===== config.mk =====
export PLATFORM = sky130hd
export DESIGN_NAME = mc_accel_controller_flat
export DESIGN_NICKNAME = d
export VERILOG_FILES = /design/src/rtl/mc_accel_controller_if.sv /design/src/rtl/mc_accel_controller.sv /design/src/flat_wrapper.sv
export SDC_FILE = /design/constraint.sdc
export NUM_CORES = 1
export LEC_CHECK = 0
export CORE_MARGIN = 3
export CORE_UTILIZATION = 55
export DETAILED_ROUTE_END_ITERATION = 8
export PLACE_DENSITY = 0.8
export SLEW_MARGIN = 20
export SYNTH_ARGS = -nofsm -noshare
export SYNTH_HDL_FRONTEND = slang
export SYNTH_SLANG_ARGS = --single-unit

===== constraint.sdc =====
create_clock -name clk -period 8.3 [get_ports clk]
set_input_delay 2.075 -clock clk [delete_from_list [all_inputs] [get_ports clk]]
set_output_delay 2.075 -clock clk [all_outputs]
set_load 0.01 [all_outputs]

===== src/rtl/mc_accel_controller_if.sv =====
// mc_accel_controller_if: instruction fields, handshakes and datapath controls between controller and datapath
interface mc_accel_controller_if #(
  parameter int NUM_ACCEL = 2
);
  localparam int EW = $clog2(NUM_ACCEL + 1);
  logic [6:0] opCode;
  logic [2:0] funct3;
  logic branch;
  logic [NUM_ACCEL-1:0] accelDone;
  logic dMemReady;
  logic PCWrite;
  logic IRWrite;
  logic regFileWrite;
  logic DMemWrite;
  logic ALUOverride;
  logic ALUSrcA;
  logic [1:0] ALUSrcB;
  logic regFileWriteSrc;
  logic [NUM_ACCEL-1:0] accelWrEna;
  logic [NUM_ACCEL-1:0] accelStart;
  logic [EW-1:0] execSrc;
  logic trap;
  logic [1:0] trapCause;
  modport master (
    input opCode, funct3, branch, accelDone, dMemReady,
    output PCWrite, IRWrite, regFileWrite, DMemWrite, ALUOverride, ALUSrcA, ALUSrcB,
    output regFileWriteSrc, accelWrEna, accelStart, execSrc, trap, trapCause
  );
  modport slave (
    output opCode, funct3, branch, accelDone, dMemReady,
    input PCWrite, IRWrite, regFileWrite, DMemWrite, ALUOverride, ALUSrcA, ALUSrcB,
    input regFileWriteSrc, accelWrEna, accelStart, execSrc, trap, trapCause
  );
endinterface


===== src/rtl/mc_accel_controller.sv =====
// mc_accel_controller: multicycle control FSM with per-channel accelerator handshakes, timeout and trap
module mc_accel_controller #(
  parameter int NUM_ACCEL = 2,
  parameter logic [6:0] ACCEL_START_OPCODE = 7'b0001011,
  parameter logic [6:0] ACCEL_LOAD_OPCODE = 7'b0101011,
  parameter int TIMEOUT_CYCLES = 1024,
  parameter bit MEM_HANDSHAKE = 1
) (
  input logic clk,
  input logic rst,
  mc_accel_controller_if.master bus
);
  localparam int EW = $clog2(NUM_ACCEL + 1);
  localparam logic [6:0] OP_REG = 7'b0110011;
  localparam logic [6:0] OP_IMM = 7'b0010011;
  localparam logic [6:0] OP_LOAD = 7'b0000011;
  localparam logic [6:0] OP_STORE = 7'b0100011;
  localparam logic [6:0] OP_BRANCH = 7'b1100011;
  localparam logic [6:0] OP_JAL = 7'b1101111;
  localparam logic [6:0] OP_JALR = 7'b1100111;
  localparam logic [6:0] OP_LUI = 7'b0110111;
  localparam logic [6:0] OP_AUIPC = 7'b0010111;
  typedef enum logic [2:0] {FETCH, DECODE, EXECUTE, MEMORY, WRITEBACK, TRAP} state_t;
  state_t state, next;
  logic [1:0] cause, cause_d;
  logic [31:0] cnt, cnt_d;
  logic [6:0] op;
  logic [NUM_ACCEL-1:0] ch_oh;
  logic legal, is_start, is_load, bad_ch, done, mem_op;
  logic pc_write, ir_write, rf_write, dm_write, alu_ovr, src_a, rf_src, trap_o;
  logic [1:0] src_b, trap_cause;
  logic [NUM_ACCEL-1:0] wr_ena, start;
  logic [EW-1:0] exec_src, ch_src;
  assign op = bus.opCode;
  assign ch_oh = NUM_ACCEL'(1) << bus.funct3;
  assign ch_src = EW'(bus.funct3) + EW'(1);
  assign is_start = op == ACCEL_START_OPCODE;
  assign is_load = op == ACCEL_LOAD_OPCODE;
  assign bad_ch = int'(bus.funct3) >= NUM_ACCEL;
  assign done = |(bus.accelDone & ch_oh);
  assign mem_op = op == OP_LOAD || op == OP_STORE;
  assign legal = op inside {OP_REG, OP_IMM, OP_LOAD, OP_STORE, OP_BRANCH, OP_JAL, OP_JALR,
                            OP_LUI, OP_AUIPC, ACCEL_START_OPCODE, ACCEL_LOAD_OPCODE};
  // state, latched trap cause and accelerator wait counter
  always_ff @(posedge clk or posedge rst) begin
    if (rst) begin
      state <= FETCH;
      cause <= '0;
      cnt <= '0;
    end else begin
      state <= next;
      cause <= cause_d;
      cnt <= cnt_d;
    end
  end
  // next-state and datapath control decode
  always_comb begin
    next = state;
    cause_d = cause;
    cnt_d = '0;
    pc_write = 1'b0;
    ir_write = 1'b0;
    rf_write = 1'b0;
    dm_write = 1'b0;
    alu_ovr = 1'b0;
    src_a = 1'b0;
    src_b = 2'd0;
    rf_src = 1'b0;
    wr_ena = '0;
    start = '0;
    exec_src = '0;
    trap_o = 1'b0;
    trap_cause = 2'd0;
    case (state)
      FETCH: begin
        ir_write = 1'b1;
        next = DECODE;
      end
      DECODE: begin
        if (!legal) begin
          next = TRAP;
          cause_d = 2'd1;
        end else if ((is_start || is_load) && bad_ch) begin
          next = TRAP;
          cause_d = 2'd2;
        end else begin
          wr_ena = is_load ? ch_oh : '0;
          start = is_start ? ch_oh : '0;
          next = EXECUTE;
        end
      end
      EXECUTE: begin
        src_a = op inside {OP_JAL, OP_JALR, OP_AUIPC};
        src_b = (op == OP_REG || op == OP_BRANCH) ? 2'd0 : (op == OP_JAL || op == OP_JALR) ? 2'd2 : 2'd1;
        exec_src = is_start ? ch_src : '0;
        if (!is_start || done) begin
          next = MEMORY;
        end else if (TIMEOUT_CYCLES != 0 && cnt == 32'(TIMEOUT_CYCLES - 1)) begin
          next = TRAP;
          cause_d = 2'd3;
        end else begin
          cnt_d = cnt + 32'd1;
        end
      end
      MEMORY: begin
        alu_ovr = 1'b1;
        src_a = op != OP_JALR;
        src_b = (op == OP_JALR || op == OP_JAL) ? 2'd1 : op == OP_BRANCH ? (bus.branch ? 2'd1 : 2'd2) : 2'd2;
        dm_write = op == OP_STORE;
        exec_src = is_start ? ch_src : '0;
        next = (MEM_HANDSHAKE && mem_op && !bus.dMemReady) ? MEMORY : WRITEBACK;
      end
      WRITEBACK: begin
        pc_write = 1'b1;
        rf_write = !(op == OP_STORE || op == OP_BRANCH || is_load);
        rf_src = op == OP_LOAD;
        exec_src = is_start ? ch_src : '0;
        next = FETCH;
      end
      TRAP: begin
        trap_o = 1'b1;
        trap_cause = cause;
      end
      default: next = FETCH;
    endcase
  end
  assign bus.PCWrite = pc_write & ~rst;
  assign bus.IRWrite = ir_write & ~rst;
  assign bus.regFileWrite = rf_write & ~rst;
  assign bus.DMemWrite = dm_write & ~rst;
  assign bus.ALUOverride = alu_ovr & ~rst;
  assign bus.ALUSrcA = src_a & ~rst;
  assign bus.ALUSrcB = rst ? 2'd0 : src_b;
  assign bus.regFileWriteSrc = rf_src & ~rst;
  assign bus.accelWrEna = rst ? '0 : wr_ena;
  assign bus.accelStart = rst ? '0 : start;
  assign bus.execSrc = rst ? '0 : exec_src;
  assign bus.trap = trap_o & ~rst;
  assign bus.trapCause = rst ? 2'd0 : trap_cause;
endmodule


===== src/flat_wrapper.sv =====
// flat-port wrapper written by rule: the top's interface ports become plain ports
module mc_accel_controller_flat 
#(
  parameter int NUM_ACCEL = 2,
  parameter logic [6:0] ACCEL_START_OPCODE = 7'b0001011,
  parameter logic [6:0] ACCEL_LOAD_OPCODE = 7'b0101011,
  parameter int TIMEOUT_CYCLES = 1024,
  parameter bit MEM_HANDSHAKE = 1
)
  (clk, rst, bus_opCode, bus_funct3, bus_branch, bus_accelDone, bus_dMemReady, bus_PCWrite, bus_IRWrite, bus_regFileWrite, bus_DMemWrite, bus_ALUOverride, bus_ALUSrcA, bus_ALUSrcB, bus_regFileWriteSrc, bus_accelWrEna, bus_accelStart, bus_execSrc, bus_trap, bus_trapCause);
  mc_accel_controller_if #(.NUM_ACCEL(NUM_ACCEL)) bus_i ();
  input logic clk;
  input logic rst;
  input wire logic [$bits(bus_i.opCode)-1:0] bus_opCode;
  input wire logic [$bits(bus_i.funct3)-1:0] bus_funct3;
  input wire logic [$bits(bus_i.branch)-1:0] bus_branch;
  input wire logic [$bits(bus_i.accelDone)-1:0] bus_accelDone;
  input wire logic [$bits(bus_i.dMemReady)-1:0] bus_dMemReady;
  output wire logic [$bits(bus_i.PCWrite)-1:0] bus_PCWrite;
  output wire logic [$bits(bus_i.IRWrite)-1:0] bus_IRWrite;
  output wire logic [$bits(bus_i.regFileWrite)-1:0] bus_regFileWrite;
  output wire logic [$bits(bus_i.DMemWrite)-1:0] bus_DMemWrite;
  output wire logic [$bits(bus_i.ALUOverride)-1:0] bus_ALUOverride;
  output wire logic [$bits(bus_i.ALUSrcA)-1:0] bus_ALUSrcA;
  output wire logic [$bits(bus_i.ALUSrcB)-1:0] bus_ALUSrcB;
  output wire logic [$bits(bus_i.regFileWriteSrc)-1:0] bus_regFileWriteSrc;
  output wire logic [$bits(bus_i.accelWrEna)-1:0] bus_accelWrEna;
  output wire logic [$bits(bus_i.accelStart)-1:0] bus_accelStart;
  output wire logic [$bits(bus_i.execSrc)-1:0] bus_execSrc;
  output wire logic [$bits(bus_i.trap)-1:0] bus_trap;
  output wire logic [$bits(bus_i.trapCause)-1:0] bus_trapCause;
  assign bus_i.opCode = bus_opCode;
  assign bus_i.funct3 = bus_funct3;
  assign bus_i.branch = bus_branch;
  assign bus_i.accelDone = bus_accelDone;
  assign bus_i.dMemReady = bus_dMemReady;
  assign bus_PCWrite = bus_i.PCWrite;
  assign bus_IRWrite = bus_i.IRWrite;
  assign bus_regFileWrite = bus_i.regFileWrite;
  assign bus_DMemWrite = bus_i.DMemWrite;
  assign bus_ALUOverride = bus_i.ALUOverride;
  assign bus_ALUSrcA = bus_i.ALUSrcA;
  assign bus_ALUSrcB = bus_i.ALUSrcB;
  assign bus_regFileWriteSrc = bus_i.regFileWriteSrc;
  assign bus_accelWrEna = bus_i.accelWrEna;
  assign bus_accelStart = bus_i.accelStart;
  assign bus_execSrc = bus_i.execSrc;
  assign bus_trap = bus_i.trap;
  assign bus_trapCause = bus_i.trapCause;
  mc_accel_controller #(.NUM_ACCEL(NUM_ACCEL), .ACCEL_START_OPCODE(ACCEL_START_OPCODE), .ACCEL_LOAD_OPCODE(ACCEL_LOAD_OPCODE), .TIMEOUT_CYCLES(TIMEOUT_CYCLES), .MEM_HANDSHAKE(MEM_HANDSHAKE)) u_core (.clk(clk), .rst(rst), .bus(bus_i));
endmodule

==> reports/results.ini, run 1 <==
[clocking]
cts_hold_buf=0
cts-htree-levels=2
clockBufferDepth=2
clock_latency_ns=0.29
cts_tree=built
cts_buffers=5
postCtsResizedCells=0
root_buffer=clkbuf_8
cts.sinks=37
cts_setup_buffers=0
path_clk_slew_ns=0.07

[final_layout]
nets=320
antenna_cells=0
utilization_pct=66.92
design_area_um2=2994
layout-drive-gt1-share_pct=15.51
area_growth_pct=14.88

[detailed_routing]
vias_per_cell=5.848
drtIter0Drc=228
wirelength_um=5149
drtAntennaViolNets=0
post_drt_wl_per_cell_um=14.50
drt_first_pass_iters=4
drc_errors=0
routed-via-count=2076

[yosys]
avgSynthCellArea_um2=9.477
async_flop_share_pct=100.0
synth_fp_nets=293
syn_area_um2=2606
synth_top_flop_cell=dfrtp_1
seq_area_frac_synth_pct=35.53
synthCells=275
ys_types=51
synth_seq_cells=37
synth_warnings=0
synth_edf_count=0

[critical_path]
crit_family=simple AND/OR/NAND/NOR gates
timing.critical_path.cells=clkdlybuf4s50_1, inv_1, ha_1, or3_1, nand4_2, nand3_2, or4_4, nor4_1, clkdlybuf4s50_1
path_depth=9
required_ns=6.23
crit_buf_inv=3
start_kind=input port
crit_arrival_ns=4.89
path_common_cell=clkdlybuf4s50_1
crit_type=in2out
crit_fanout=5
cp_slowest_cell=clkdlybuf4s50_1
reg2regPathDepth=7
critPathMaxStageDelay_ns=0.59
setup.worst_path.end_class=output pin

[sta]
rsz0062_at_grt=false
fmax_mhz=143.6
worst_pin_slew_ns=0.6457
setup-tns-final_ns=0
slew_viol_final=0
period_needed_ns=6.964
finalHoldViolations=0
max-slew-margin-rel_pct=56.96
setup_viol=0
clock_skew_ns=0.005075
holdWs_ns=0.4979
fin_crit_sh_pct=83.91

[run]
maxCapViolCount=0

[die]
start_util_pct=58.25
rows=24
die_area_um2=5600
ios=34
die_x_um=74.84
die_y_um=74.84
coreArea_um2=4474

[grt]
grt_overflow=0
grt_antenna_before_repair=0
grt_pass1_wl_um=8652
grt_pass1_vias=1895
grt_usage_pct=19.92
grt_max_degree=38

[min_path]
hp-class=reg2reg
holdPathStages=1

[pwr]
ir_worst_vdd_mv=0.1182
power.total_mw=0.4457
p_per_area_nw_per_um2=148.9
p_leak_nw=1.041

[status]
status=complete, no violations

[placed_design]
hpwl_um=3743
gp_congestion=0.8738
port_buffers=33
placedInstanceArea_um2=2883

==> cells in the final DEF, fill, tap and decap left out, types with 3 or more instances in the layout <==
cell type / n
a21oi_1: 4
a31oi_1: 3
and2_1: 4
and3_1: 5
and4_1: 4
clkbuf_8: 5
clkdlybuf4s50_1: 33
dfrtp_1: 37
inv_1: 15
nand2_1: 20
nand3_1: 13
nand4_1: 10
nor2_1: 19
nor2_4: 28
nor3_1: 14
nor4_1: 13
o21ai_0: 4
or3_1: 4
xnor2_1: 19
xor2_1: 11
==> power by group <==
part           internal (mW)  leakage [nW]  total, mW  switching, mW
Sequential             0.190         0.504      0.204         0.0141
Combinational         0.0399         0.482     0.0869         0.0470
Clock                 0.0901        0.0554      0.155         0.0649
Total                  0.320          1.04      0.446          0.126
==> routing by layer <==
metal  wire length (µm)  part of all wire (%)  vias to the layer above  global-route usage [%]
li1                   -                     -                     1023                       -
met1               2385                    46                      995                   26.74
met2               2444                    47                       49                   32.01
met3                242                   4.7                        9                   4.539
met4                 77                   1.5                        0                   6.324
met5                  0                     0                        -                       0
==> stage by stage <==
stage / cells / setup WS (ns)
global route: 355 / 1.189
floorplan: 275 / 2.473
CTS: 355 / 1.352
global placement: 347 / 1.422
detailed placement: 347 / 1.367
finish: 355 / 1.336
==> state kept, by name (all words and copies together), names as in the netlist <==
| name | cells |
|---|---|
| u_core.cause | 2 |
| u_core.cnt | 32 |
| u_core.state | 3 |
==> cell usage after synthesis, drive strengths merged (2+ instances only) <==
cell | n | share of area (%)
and2 | 4 | 0.96
and4 | 4 | 1.3
and3 | 5 | 1.2
and3b | 2 | 0.67
o221ai | 2 | 0.91
nand3 | 15 | 3.3
nand2b | 2 | 0.48
a31oi | 3 | 0.72
dfrtp | 37 | 36
buf | 10 | 4.5
nor4b | 2 | 1.2
or4 | 2 | 0.72
xnor2 | 19 | 6.4
a21oi | 4 | 0.77
inv | 15 | 2.2
nand4 | 11 | 2.9
ha | 2 | 0.96
clkbuf | 5 | 0.72
o21ai | 4 | 0.77
nor2 | 49 | 15
o311ai | 2 | 0.67
xor2 | 11 | 3.7
nor4 | 13 | 3.1
or3 | 4 | 0.96
nand2 | 20 | 2.9
nor3 | 14 | 2.7
==> path summary, 6_finish.rpt <==
path / start / slack [ns] / end
min: u_core.cnt[0] / 0.50 / u_core.cnt[0]
min in group asynchronous: rst / 2.48 / u_core.cnt[7]
min reg2reg: u_core.cnt[0] / 0.50 / u_core.cnt[0]
max in group asynchronous: rst / 5.50 / u_core.cnt[26]
max reg2reg: u_core.cnt[0] / 5.55 / u_core.cnt[31]
max: bus_funct3[0] / 1.34 / bus_accelStart[0]
==> area by class of cell <==
| class | count | area (µm²) |
|---|---|---|
| Multi-Input combinational cell | 208 | 1490 |
| Fill cell | 362 | 1480 |
| Timing Repair Buffer | 35 | 345.3 |
| Clock inverter | 2 | 38.79 |
| Tap cell | 52 | 65.06 |
| Sequential cell | 37 | 925.9 |
| Inverter | 15 | 56.30 |
| Clock buffer | 6 | 72.57 |
==> logic make-up (layout without fill, tap and decap cells) <==
logic type               after synthesis  after routing  share of synthesized area [%]
AO/OA/AOI/OAI                         24             24                          6.818
flip-flops                            37             37                          35.53
buffers and inverters                 30             58                          7.345
XOR/XNOR                              30             30                          10.08
adder cells (fa/ha/maj)                2              2                         0.9600
multiplexers                           1              1                         0.3841
AND/OR/NAND/NOR                      151            151                          38.89
Power figures use the tool's default switching activity.
==> inputs of run 2 (changes only) <==
- CORE_UTILIZATION: 55 -> 50
- PLACE_DENSITY: 0.8 -> 0.76
- clock period: 8.3 -> 6.1 ns (I/O delays scaled with it)
==> run 2 against run 1 <==
Net effect: count of clock-buffer cells in the layout unchanged; cell count up 4.5%; routed wire length grew 3.4%; register-to-register slack worse by 2.1 ns; clock skew is essentially flat; largest power group unchanged.
==> reports/results.ini, run 2 (synthesis gave the netlist of run 1 again) <==
[detailed_routing]
wirelength_um=5325
drt_first_pass_iters=4
drtAntennaViolNets=0
post_drt_wl_per_cell_um=14.35
routed-via-count=2085
drc_errors=0
drtIter0Drc=126
vias_per_cell=5.620

[clocking]
root_buffer=clkbuf_8
path_clk_slew_ns=0.08
postCtsResizedCells=0
cts_hold_buf=0
cts-htree-levels=2
cts.sinks=37
cts_setup_buffers=0
cts_buffers=5
clock_latency_ns=0.29
clockBufferDepth=2
cts_tree=built

[final_layout]
fillers=428
final_common_cell=dfrtp_1
area_growth_pct=16.37
antenna_cells=0
layout-drive-gt1-share_pct=16.45
layout.cells.non_filler=371
nets=321
layout_common_cells=dfrtp_1 (37), clkdlybuf4s50_1 (33), nor2_4 (28), nand2_1 (20)
largest_reg_flops=32
regMostFlops=u_core.cnt
top_regs=u_core.cnt: 32 flops, u_core.state: 3 flops, u_core.cause: 2 flops

[min_path]
whs_endpoint=u_core.cnt[0]
holdPathStages=1
holdCritStartpoint=u_core.cnt[0]
hp-class=reg2reg

[sta]
clock_skew_ns=0.004780
setup_viol=0
fin_crit_sh_pct=97.72
worst_pin_slew_ns=0.8385
finalHoldViolations=0
slew_viol_final=0
fmax_mhz=167.8
period_needed_ns=5.961
max-slew-margin-rel_pct=44.10

[critical_path]
crit_arrival_ns=4.44
crit_type=in2out
path_common_cell=clkdlybuf4s50_1
timing.critical_path.cells=clkdlybuf4s50_1, inv_1, ha_1, or3_1, nand4_2, nand3_2, or4_4, nor4_2, clkdlybuf4s50_1
r2r_slack_ns=3.50
r2r_start=u_core.cnt[0]
required_ns=4.58
crit_fanout=5
start_kind=input port
setup.worst_path.end_class=output pin
critPathMaxStageDelay_ns=0.59
reg2regPathDepth=7
cp_slowest_cell=clkdlybuf4s50_1
r2r-end=u_core.cnt[2]

[grt]
grt_antenna_before_repair=0
grt_pass1_wl_um=9094
grt_max_degree=38
grt_overflow=0
grt_pass1_vias=1939
grt_usage_pct=18.67

[placed_design]
gp_congestion=0.8441
dp.cells=363
port_buffers=33
hpwl_um=3854

[run]
maxCapViolCount=0

[die]
coreArea_um2=4880
die_area_um2=6114
rows=25
die_x_um=78.20
start_util_pct=53.41
die_y_um=78.20
ios=34

[status]
status=complete, no violations

[pwr]
p_leak_nw=1.046
power.total_mw=0.6105
p_per_area_nw_per_um2=201.3
ir_worst_vdd_mv=0.1262

-- run 2: worst max-delay path: cells and delay by family --
| family | cells | cell delay [ns] |
|---|---|---|
| fa+ha+maj | 1 | 0.22 |
| buf+inv | 3 | 1.30 |
| simple gates | 5 | 1.40 |
-- run 2: where the power goes --
group / leakage (nW) / total, mW / internal (mW) / switching, mW
clock network: 0.0554 / 0.214 / 0.123 / 0.0914
logic: 0.487 / 0.118 / 0.0549 / 0.0633
registers: 0.504 / 0.278 / 0.258 / 0.0203
total: 1.05 / 0.610 / 0.436 / 0.175
-- run 2: how the worst max path moves through the flow --
stage | startpoint | to | depth (start not counted)
after floorplan | bus_funct3[0] | bus_accelStart[0] | 7
after global placement | bus_funct3[0] | bus_accelStart[1] | 9
after detailed placement | bus_funct3[0] | bus_accelWrEna[0] | 9
after CTS | bus_funct3[0] | bus_accelWrEna[0] | 9
after global routing | bus_funct3[0] | bus_accelWrEna[0] | 9
final | bus_funct3[0] | bus_accelWrEna[0] | 9
-- run 2: layout make-up --
cell class	instances	area [µm²]	area share (%)
tap	67	83.83	2.764
clock inverter	2	38.79	1.279
timing repair buffer	36	352.8	11.63
multi-input combinational	208	1503	49.55
clock buffer	6	72.57	2.393
inverter	15	56.30	1.856
sequential	37	925.9	30.53
-- run 2: per-stage QoR --
stage	cell area (µm²)	setup slack (ns)	hold WS [ns]	TNS (ns)	util [%]
2_1_floorplan	2606	1.373	0.4600	0	-
3_3_place_gp	2909	0.3263	0.4828	0	59.62
3_5_place_dp	2909	0.1807	0.4847	0	59.62
4_1_cts	3020	0.1659	0.4974	0	61.90
5_1_grt	3033	-0.02246	0.5150	-0.02246	62.15
6_report	3033	0.1388	0.4922	0	62.15
-- run 2: metal layers --
metal	GRT usage [%]	vias to the layer above	wire [µm]
met5	0	-	0
met4	6.993	0	92
met3	4.817	10	248
met2	30.14	50	2579
met1	24.07	998	2404
li1	-	1027	-
